==> config.mk <==
export PLATFORM = sky130hd
export DESIGN_NAME = sram_controller
export DESIGN_NICKNAME = d
export VERILOG_FILES = /design/src/rtl/arm_pkg.sv /design/src/rtl/sram_controller.sv
export SDC_FILE = /design/constraint.sdc
export NUM_CORES = 1
export LEC_CHECK = 0
export BUFFER_PORTS_ARGS = -buffer_cell sky130_fd_sc_hd__buf_4
export CAP_MARGIN = 15
export CORE_MARGIN = 3
export CORE_UTILIZATION = 45
export DETAILED_ROUTE_END_ITERATION = 12
export GPL_TIMING_DRIVEN = 0
export PLACE_DENSITY_LB_ADDON = 0.1
export SYNTH_ARGS = -nofsm -noshare
export SYNTH_HDL_FRONTEND = slang
export SYNTH_SLANG_ARGS = --single-unit
==> constraint.sdc <==
create_clock -name clk -period 2 [get_ports clk]
set_clock_uncertainty 0.2 [all_clocks]
set_input_delay 0.4 -clock clk [delete_from_list [all_inputs] [get_ports clk]]
set_output_delay 0.4 -clock clk [all_outputs]
set_load 0.01 [all_outputs]
==> src/rtl/arm_pkg.sv <==
// Definitions shared between the data-memory controller and the CPU top level.
package arm_pkg;

  typedef enum logic [1:0] {
    S_IDLE  = 2'd0,
    S_PH_LO = 2'd1,
    S_PH_HI = 2'd2,
    S_DONE  = 2'd3
  } mem_state_t;

  localparam int unsigned DATA_MEM_BASE = 1024;

endpackage

==> src/rtl/sram_controller.sv <==
// MEM-stage data memory: each 32-bit access runs as two 16-bit SRAM phases.
// ready stays low until the word completes, which freezes the pipeline.
module sram_controller
  import arm_pkg::*;
#(
  parameter int unsigned WAIT_CYCLES = 3,
  parameter int unsigned BASE_ADDR   = DATA_MEM_BASE
) (
  input  logic        clk,
  input  logic        rst,
  input  logic        wr_en,
  input  logic        rd_en,
  input  logic [31:0] address,
  input  logic [31:0] write_data,
  output logic [31:0] read_data,
  output logic        ready,
  output logic [17:0] sram_addr,
  output logic [15:0] sram_dq_out,
  input  logic [15:0] sram_dq_in,
  output logic        sram_dq_oe,
  output logic        sram_we_n
);

  localparam int unsigned CW     = (WAIT_CYCLES > 1) ? $clog2(WAIT_CYCLES) : 1;
  localparam logic [CW-1:0] LAST = CW'(WAIT_CYCLES - 1);
  localparam logic [31:0] BASE_W = 32'(BASE_ADDR);

  mem_state_t    state, next_state;
  logic [CW-1:0] cnt;
  logic          last;
  logic          req;
  logic          op_wr;
  logic [16:0]   word_idx;
  logic [15:0]   wdata_hi;
  logic [18:0]   off;
  logic          unused_bits;

  // Only offset bits [18:2] select a word; higher bits alias.
  assign off         = address[18:0] - BASE_W[18:0];
  assign unused_bits = ^{address[31:19], off[1:0]};
  assign req         = wr_en | rd_en;
  assign last        = (cnt == LAST);

  always_ff @(posedge clk) begin
    if (rst) state <= S_IDLE;
    else     state <= next_state;
  end

  always_comb begin
    next_state = state;
    ready      = 1'b0;
    case (state)
      S_IDLE: begin
        ready = ~req;
        if (req) next_state = S_PH_LO;
      end
      S_PH_LO: if (last) next_state = S_PH_HI;
      S_PH_HI: if (last) next_state = S_DONE;
      S_DONE: begin
        ready      = 1'b1;
        next_state = S_IDLE;
      end
      default: next_state = S_IDLE;
    endcase
  end

  always_ff @(posedge clk) begin
    if (rst) begin
      cnt         <= '0;
      read_data   <= '0;
      sram_addr   <= '0;
      sram_dq_out <= '0;
      sram_dq_oe  <= 1'b0;
      sram_we_n   <= 1'b1;
      op_wr       <= 1'b0;
      word_idx    <= '0;
      wdata_hi    <= '0;
    end else begin
      case (state)
        S_IDLE: if (req) begin
          // Write wins when both enables are set; the low phase is set up here.
          op_wr      <= wr_en;
          word_idx   <= off[18:2];
          wdata_hi   <= write_data[31:16];
          cnt        <= '0;
          sram_addr  <= {off[18:2], 1'b0};
          sram_we_n  <= ~wr_en;
          sram_dq_oe <= wr_en;
          if (wr_en) sram_dq_out <= write_data[15:0];
        end
        S_PH_LO: begin
          if (last) begin
            cnt       <= '0;
            sram_addr <= {word_idx, 1'b1};
            if (op_wr) sram_dq_out     <= wdata_hi;
            else       read_data[15:0] <= sram_dq_in;
          end else begin
            cnt <= cnt + CW'(1);
          end
        end
        S_PH_HI: begin
          if (last) begin
            cnt        <= '0;
            sram_we_n  <= 1'b1;
            sram_dq_oe <= 1'b0;
            if (!op_wr) read_data[31:16] <= sram_dq_in;
          end else begin
            cnt <= cnt + CW'(1);
          end
        end
        default: ;
      endcase
    end
  end

endmodule

After elaboration in Yosys (flattened, before gate mapping). Index checks and enable logic that the tools add are counted. W data, S select, Z words.

Equal/unequal tests: 9. Div/mod/pow operators: 0. Multiply operators: 0. Multiplexer cells: 22. Shifts and indexed selects: 0. Bitwise gates (word level): 4. Add/sub/neg operators: 2. Reduce and logical (&&, ||, !) cells: 13. Order comparisons: 0.

Operators by type and width (count): $mux W16 (4); $mux W18 (2); $pmux W18 S2 (1); $pmux W16 S2 (1); $sub A19 B11 Y19 const B (1); $reduce_and A3 Y1 (5); $mux W2 (5); $ne A2 B2 Y1 const B (5); $pmux W2 S4 (1); $eq A2 B2 Y1 const B (3); $pmux W1 S2 (3); $reduce_bool A2 Y1 (3); $reduce_and A5 Y1 (1); $mux W1 (4); $pmux W2 S2 (1); $reduce_and A2 Y1 (2); $not A1 Y1 (3); $add A2 B1 Y2 const B (1); $eq A2 B1 Y1 const B (1); $logic_not A2 Y1 (1); $reduce_or A2 Y1 (1); $or A1 B1 Y1 (1).

ROM bits: 0. Bits in writable memories: 0. Output and inout bits: 69. Latch bits: 0. Memories: 0. Register bits after elaboration: 106.

Longest topological paths before layout. Gate-level depths: netlist of run 1.

Depth after elaboration: 4. Depth in mapped cells: 8. Mapped depth without buffers: 6.

Least setup slack after synthesis of run 1. OpenSTA, ideal clock, no wires.

Path type: register to register. Start point: reg state[0]. End point: reg sram_addr[15]. Cell stages (with the launch flop): 8. Buffers on the path: 2. Data required time: 1699 ps. Slack: 122 ps. Setup time: 101 ps. Arrival time: 1577 ps. Cells stage by stage: dfxtp_1 > inv_1 > ha_1 > buf_4 > nor3b_2 > a21o_1 > buf_4 > o41ai_1.

Word-level cells in the longest chain between the ends: 3.

RTL lines: start, declared (line sram_controller.sv:28) `mem_state_t state, next_state;`; start signal, assigned (line sram_controller.sv:46) `else state <= next_state;`; $eq A2 B1 Y1 / $logic_not A2 Y1 (equally long branches) (line sram_controller.sv:79) `case (state)`; $ne A2 B2 Y1 (no line) / $reduce_bool A2 Y1 (equally long branches); $reduce_and A3 Y1 (no line); end signal, assigned (line sram_controller.sv:86) `sram_addr <= {off[18:2], 1'b0};`; end signal, assigned (line sram_controller.sv:94) `sram_addr <= {word_idx, 1'b1};`; end, declared (line sram_controller.sv:17) `output logic [17:0] sram_addr,`.

Parallel ways exist; a longest one is shown, timed or not. A chain may end at the register's enable or synchronous reset.

Worst setup path after layout of run 1.
Start point: reg state[0]. End point: out ready.

Word-level cells in the longest chain between the ends: 2.

RTL lines: $eq A2 B2 Y1 / $logic_not A2 Y1 (equally long branches) (line sram_controller.sv:52) `case (state)`; $pmux W1 S2 (*) (line sram_controller.sv:52); end, declared (line sram_controller.sv:16) `output logic ready,`.

Mark *: on every way between the ends. The rest lies on a longest branch, timed or not.

==> results of run 1 <==
-- power groups by stage --
stage	logic, mW	clock network [mW]	registers [mW]
after floorplan	1.63	0	3.03
after global placement	2.76	0	2.94
after detailed placement	2.82	0	2.95
after CTS	3.02	1.51	2.92
after global routing	3.42	1.59	2.98
final	3.12	1.49	2.92
-- what timing repair did --
item                       4_1_cts  5_1_grt
pin swaps                        0        5
gates resized for setup         21       22
setup endpoints to repair       65       73
setup buffers                    6        5
hold buffers                     0        0
-- layout make-up --
type	count	area (um2)	area share
Sequential cell	106	2125	0.3575
Inverter	5	21.27	0.003580
Tap cell	129	161.4	0.02716
Clock buffer	11	141.4	0.02379
Multi-Input combinational cell	366	2121	0.3569
Timing Repair Buffer	148	1111	0.1870
Clock inverter	5	85.08	0.01432
Buffer	32	176.4	0.02969
-- metal layers --
| metal | part of all wire | up-vias |
|---|---|---|
| met5 | 0 | - |
| met4 | 0.011 | 0 |
| met3 | 0.068 | 11 |
| met2 | 0.48 | 106 |
| met1 | 0.44 | 1913 |
| li1 | - | 2044 |
-- state kept, by name, summed over array words and instances (netlist names) --
register     count
op_wr            1
sram_we_n        1
sram_addr       18
read_data       32
cnt              2
word_idx        17
state            2
wdata_hi        16
sram_dq_oe       1
sram_dq_out     16
-- metrics by stage --
step           total power, mW   TNS, ns  setup WS (ns)
2_1_floorplan            4.660         0         0.1222
3_3_place_gp             5.692    -4.872        -0.1302
3_5_place_dp             5.772    -6.959        -0.1857
4_1_cts                  7.449   -0.1045       -0.09393
5_1_grt                  7.989   -0.5131        -0.1446
6_report                 7.532  -0.04673       -0.04673
-- worst paths after layout --
path                              startpoint            end  slack, ns  cells after the start
worst min register to register  sram_addr[9]   sram_addr[9]       0.26                      2
worst max-delay path                state[0]          ready      -0.05                      6
worst min-delay path             address[10]    word_idx[8]       0.05                      2
worst max register to register      state[1]  sram_addr[16]       0.03                      6
-- placed cells by master, fill, tap and decap left out, types with 4 or more instances in the layout --
cell type and instances:
xnor2_1 5, clkbuf_8 10, clkbuf_2 5, buf_2 4
o21ai_0 4, buf_4 154, nor3_1 8, clkbuf_1 14
ha_1 4, nand3b_1 6, nand2_1 127, dfxtp_1 104
mux2i_1 26, a21oi_1 65, nand2b_1 5, a211oi_1 30
nor2_1 45
-- cells by family after synthesis --
kind of cell	count (synthesis)	share of synthesized area
AOI/OAI and AO/OA	118	0.1671
xor gates and xnor gates	5	0.01010
adders and majority gates	6	0.01732
buffers and inverters	39	0.03926
DFF	106	0.4896
muxes	26	0.06005
and+or+nand+nor	211	0.2165
==> results.md, run 1 <==
* Run status: finished with violations
* Failing checks: setup timing
* Most used DFF post-synth: dfxtp_1
* Antenna Nets Post-Route at 0
* PnR worst setup slack at -0.04673 ns
* WL per Instance at 15.19 um
* Post-placement cell count at slightly below 800
* Hpwl dp at 9066 um
* GR Util met1 at 0.2708
* Final Core Density at 0.6400
* 1st-pass router iterations at 4
* Clock sinks at roughly 110
* Number of hold violations in the final report at 0
* Post-route cell area at approximately 0.0059 mm2
* Synth top area share at 0.4896
* Core Box Area at 0.009284 mm2
* # diodes at 0
* Area Growth Syn to Fin at 37.10%
* Hold WS at around 0.049 ns
* Ys async rst share at 0
* Worst Setup Start Kind: flop
* RSZ-0062 raised after global routing: yes
* Post-synthesis sequential area ratio at 0.4896
* Met3 Usage GRT at 0.07387
* Combinational power share at 0.415
* Share of the clock period used by the worst path after layout at 1.023
* Avg Synthesized Cell Area at approximately 8.5 um2
* Slowest cell delay on critical path at 0.35 ns
* CP Class: flop to primary output
* Post-Syn Area at ~0.0043 mm2
* Rel. slew slack at 0.4863
* Die X at between 100 and 150 um
* Switching part of the total at 0.3617
* Die ar. at 0.01085 mm2
* Worst path buffer plus inverter count at 2
* Hold Path Class: primary input to flop
* Met2 Track Usage GR at 0.3672
* Placed Area at 0.005524 mm2
* Routed WL at ~12,000 um
* Crit Path Max Fanout at 7
* First-pass GRT wire length at between 15,000 and 20,000 um
* Skew-Pair Late Insertion Delay at 0.36 ns
* CTS max path bufs at 2
* Filler cells at between 800 and 900
* Fin nets at about 760
* Share of layout cells above drive strength 1 at 0.3031
* Worst slew pin tran at 0.7654 ns
* Post-Layout Cell Count at ~800
* Syn_nets at 601
* Worst Setup End Kind: primary output
* Int Pwr at 4.808 mW
* Clk pin slew, worst setup/hold paths at 0.10 ns
* # DRC at 0
* Leak at about 2.5 nW
* Post-synth EDFFs at 0
* Distinct cells, synth at 39
* Slew Viols, Final at 0
* WP data required at between 1 and 1.5 ns
* Yosys top cell by area: dfxtp_1
* TritonCTS clock tree: built
* Fmax achieved at a little under 500 MHz
* CTS H-tree lvls at 3
* Peak VDD IR at around 0.00068 V
* Vias/cell at 5.080
* Clock root buffer: clkbuf_8
* Total CTS buffers at 9
* Seq cells post-synth at roughly 110
* Top cells by count, synth: nand2_1, dfxtp_1, a21oi_1
* # rows at 35
* Largest net degree at the start of global routing at 18
* WP data arrival at 1.45 ns
* Critical-path top delay cell: dfxtp_2
* Final Critical Period at approximately 2 ns
* # setup viols final at 1
* Initial DRC Count at roughly 160
* Power Density at between 1000 and 1500 mW/mm2
* CP dominant cell by count: nor2_1
* Vias post-DR at approximately 4,000
* Initial antenna violation count at 0
* P_sw at ~2.7 mW
* Yosys warns at 0
* Number of port buffers at 137
* Initial Util at 0.4668
* RePlAce Congestion at 0.8440
* # IOs at about 150
* Gr ovfl total at 0
* CP top delay family: simple AND/OR/NAND/NOR gates
* Area contributors post-synth: dfxtp_1, nand2_1, a21oi_1
* Gr busiest metal: met2
* Most used standard cell by instance count after synthesis: nand2_1
* Chip Height at approximately 100 um
* Max-cap violations at 0
* Tot GR Track Use at 0.2185
* Vias in the first global route at ~3,900
* Worst-path cell chain: inv_2 > ha_4 > nor3b_4 > nor2_1 > nor2_1 > buf_4
* Clock power frac at 0.198
* Seq pwr share at 0.388
* Gate Count Post-Synth at between 500 and 600
Power figures use the tool's default switching activity.
==> run 2, diff against run 1 <==
--- a/config.mk
+++ b/config.mk
@@ -5,6 +5,7 @@
 export SDC_FILE = /design/constraint.sdc
 export NUM_CORES = 1
 export LEC_CHECK = 0
+export ABC_AREA = 1
 export BUFFER_PORTS_ARGS = -buffer_cell sky130_fd_sc_hd__buf_4
 export CAP_MARGIN = 15
 export CORE_MARGIN = 3
==> run 2 against run 1 <==
Critical path depth decreased by 1. Hold slack got worse by 0.011 ns. Final cell count is 13% higher. Routed wire length down 1.4%. Clock power is 19% lower. First-iteration DRC count down 11%. Register-to-register slack better by 0.08 ns. The flow now finishes without violations. Worst setup slack better by 0.10 ns. Core utilization decreased by 1.6 points. Combinational power rose by 9.6%. Sequential power is essentially flat. Critical path type unchanged.
==> results.md, run 2 <==
* Run status: finished clean
* Post-synthesis sequential area ratio at 0.4745 (-0.01507)
* CTS Hold Bufs at 0 (unchanged)
* Distinct cells, synth at 23 (-41%)
* Most used DFF post-synth: dfxtp_1
* Core Box Area at 0.009459 mm2 (+1.9%)
* Max-cap violations at 0 (unchanged)
* Post-synth EDFFs at 0 (unchanged)
* Vias/cell at 4.816 (-5.2%)
* RePlAce Congestion at 0.8649 (+2.5%)
* CTS H-tree lvls at 3 (unchanged)
* # setup viols final at 0 (-1)
* CP top delay family: flip-flops
* Clock root buffer: clkbuf_8
* Skew-Pair Late Insertion Delay at 0.36 ns (about the same)
* Number of flip-flops in the largest register at 32 (unchanged)
* Largest registers: read_data x32, sram_addr x18, word_idx x17
* Area Growth Syn to Fin at 31.93%
* Initial DRC Count at 141 (-11%)
* Antenna Nets Post-Route at 0 (unchanged)
* Routed WL at 12,010 um (-1.4%)
* Hold Path Class: primary input to flop
* Placed Area at 0.005662 mm2 (+2.5%)
* Hold WS at 0.03826 ns (-0.01069 ns)
* Total CTS buffers at 9 (unchanged)
* Met3 wire length at 695 um (-16%)
* Metal1 wirelength at 5391 um (+1.2%)
* WP data arrival at 1.34 ns (-0.11 ns)
* Clock sinks at 106 (unchanged)
* Top sig layer: met4
* Gate Count Post-Synth at 620 (+21%)
* Fmax achieved at 515.0 MHz (+5.4%)
* Post-Syn Area at 0.004472 mm2 (+3.2%)
* Hpwl dp at 9168 um (+1.1%)
* # DRC at 0 (unchanged)
* Synth top area share at 0.4745 (-0.01507)
* Vias post-DR at 4,354 (+6.9%)
* Clk pin slew, worst setup/hold paths at 0.10 ns (about the same)
* TritonCTS clock tree: built
* Rel. slew slack at 0.6177 (+0.1314)
* Yosys top cell by area: dfxtp_1
* Syn_nets at 710 (+18%)
* CP Class: flop to primary output
* Worst Setup Start Kind: flop
* Ys async rst share at 0 (unchanged)
* Avg Synthesized Cell Area at 7.213 um2 (-15%)
* Power Density at 1284 mW/mm2 (+1.3%)
* Peak VDD IR at 0.0006459 V (-4.7%)
* Number of port buffers at 137 (unchanged)
* Leak at 2.848 nW (+16%)
* Final Critical Period at 1.942 ns (-0.1049 ns)
* Worst slew pin tran at 0.5735 ns (-0.1919 ns)
* Largest register by flop count: read_data
* Share of the clock period used by the worst path after layout at 0.9709 (-0.05244)
* Commonest non-fill, non-tap cells in the layout: nor2_1, buf_4, nand2_1, dfxtp_1, o21ai_0
* Total power at 7.572 mW (+0.53%)
* Die ar. at 0.01117 mm2 (+3.0%)
* Critical-path top delay cell: dfxtp_4
* Vias in the first global route at 4,028 (+4.2%)
* Post-route cell area at 0.005899 mm2 (-0.72%)
* # rows at 35 (unchanged)
* Largest net degree at the start of global routing at 19 (+1)
* Number of hold violations in the final report at 0 (unchanged)
* Worst Setup End Kind: primary output
* Seq cells post-synth at 106 (unchanged)
* Slowest cell delay on critical path at 0.38 ns (+0.03 ns)
* First-pass GRT wire length at 19,320 um (-0.14%)
* Crit Path Max Fanout at 4 (-3)
* # IOs at 153 (unchanged)
* Initial antenna violation count at 0 (unchanged)
* Area contributors post-synth: dfxtp_1, nor2_1, nand2_1
* Worst path buffer plus inverter count at 2 (unchanged)
* Chip Height at 105.7 um (+1.5%)
* Top cells by count, synth: nor2_1, nand2_1, dfxtp_1
* Commonest non-fill, non-tap cell in the layout: nor2_1
* CTS max path bufs at 2 (unchanged)
* Initial Util at 0.4728 (+0.005905)
* Die X at 105.7 um (+1.5%)
* WL per Instance at 13.29 um (-13%)
* Yosys warns at 0 (unchanged)
* Share of layout cells above drive strength 1 at 0.2516 (-0.05151)
* Worst-path cell chain: inv_4 > ha_4 > nand2_4 > a21oi_2 > buf_4
* WP data required at 1.40 ns (about the same)
* Met2 WL at 5835 um (-1.1%)
* # diodes at 0 (unchanged)
* 1st-pass router iterations at 4 (unchanged)
* Fin nets at 861 (+14%)
* Most used standard cell by instance count after synthesis: nor2_1
* Gr ovfl total at 0 (unchanged)
* Tot GR Track Use at 0.2136 (-0.004832)
* Slew Viols, Final at 0 (unchanged)
## run 2: per-stage QoR
stage	std cells	worst slack (ns)	utilization	TNS [ns]
after global placement	886	0.09789	0.5985	0
after floorplan	620	0.2754	-	0
final	904	0.05814	0.6237	0
after global routing	904	-0.001503	0.6237	-0.001503
after CTS	901	0.0009298	0.6187	0
after detailed placement	886	0.04912	0.5985	0
## run 2: metal layers
layer | vias to the layer above | GRT usage
met1 | 1974 | 0.2706
met3 | 7 | 0.05940
met4 | 0 | 0.05458
met5 | - | 0
li1 | 2271 | -
met2 | 102 | 0.3593
## run 2: worst reg2reg max path, delay by kind of cell (launching register included)
family | cells | cell delay, ns
simple gates | 6 | 0.59
buf+inv | 4 | 0.47
flops | 1 | 0.38
fa+ha+maj | 1 | 0.15
## run 2: cells by family after synthesis
logic type,count (synthesis),share of synthesized area
AOI/OAI and AO/OA,123,0.1410
adders and majority gates,6,0.01679
buffers and inverters,82,0.07611
DFF,106,0.4745
muxes,16,0.03581
and+or+nand+nor,287,0.2557
## run 2: cell type report
| class | count | area [um2] |
|---|---|---|
| buffer | 32 | 161.4 |
| inverter | 50 | 195.2 |
| timing repair buffer | 140 | 1051 |
| tap | 129 | 161.4 |
| fill | 907 | 3560 |
| sequential | 106 | 2127 |
| multi-input combinational | 432 | 2031 |
| clock buffer | 9 | 123.9 |
| clock inverter | 6 | 48.80 |
## run 2: timing repair
item,in CTS,in global routing
resized for setup,6,8
endpoints found under the setup margin,1,42
gates cloned,0,0
pin swaps,0,3
buffers inserted,0,3
## run 2: worst paths after layout
kind                startpoint        endpoint  slack, ns  depth (start not counted)
setup / recovery      state[1]           ready       0.06                          5
hold / removal     address[10]     word_idx[8]       0.04                          2
setup reg to reg      state[1]  sram_dq_out[9]       0.11                         11
hold reg to reg   word_idx[10]    word_idx[10]       0.26                          2
## run 2: where the power goes
group	leakage [nW]	internal, mW	switching [mW]
sequential	0.872	2.66	0.294
clock	0.0904	0.462	0.740
combinational	1.89	1.41	2.01
total	2.85	4.53	3.04
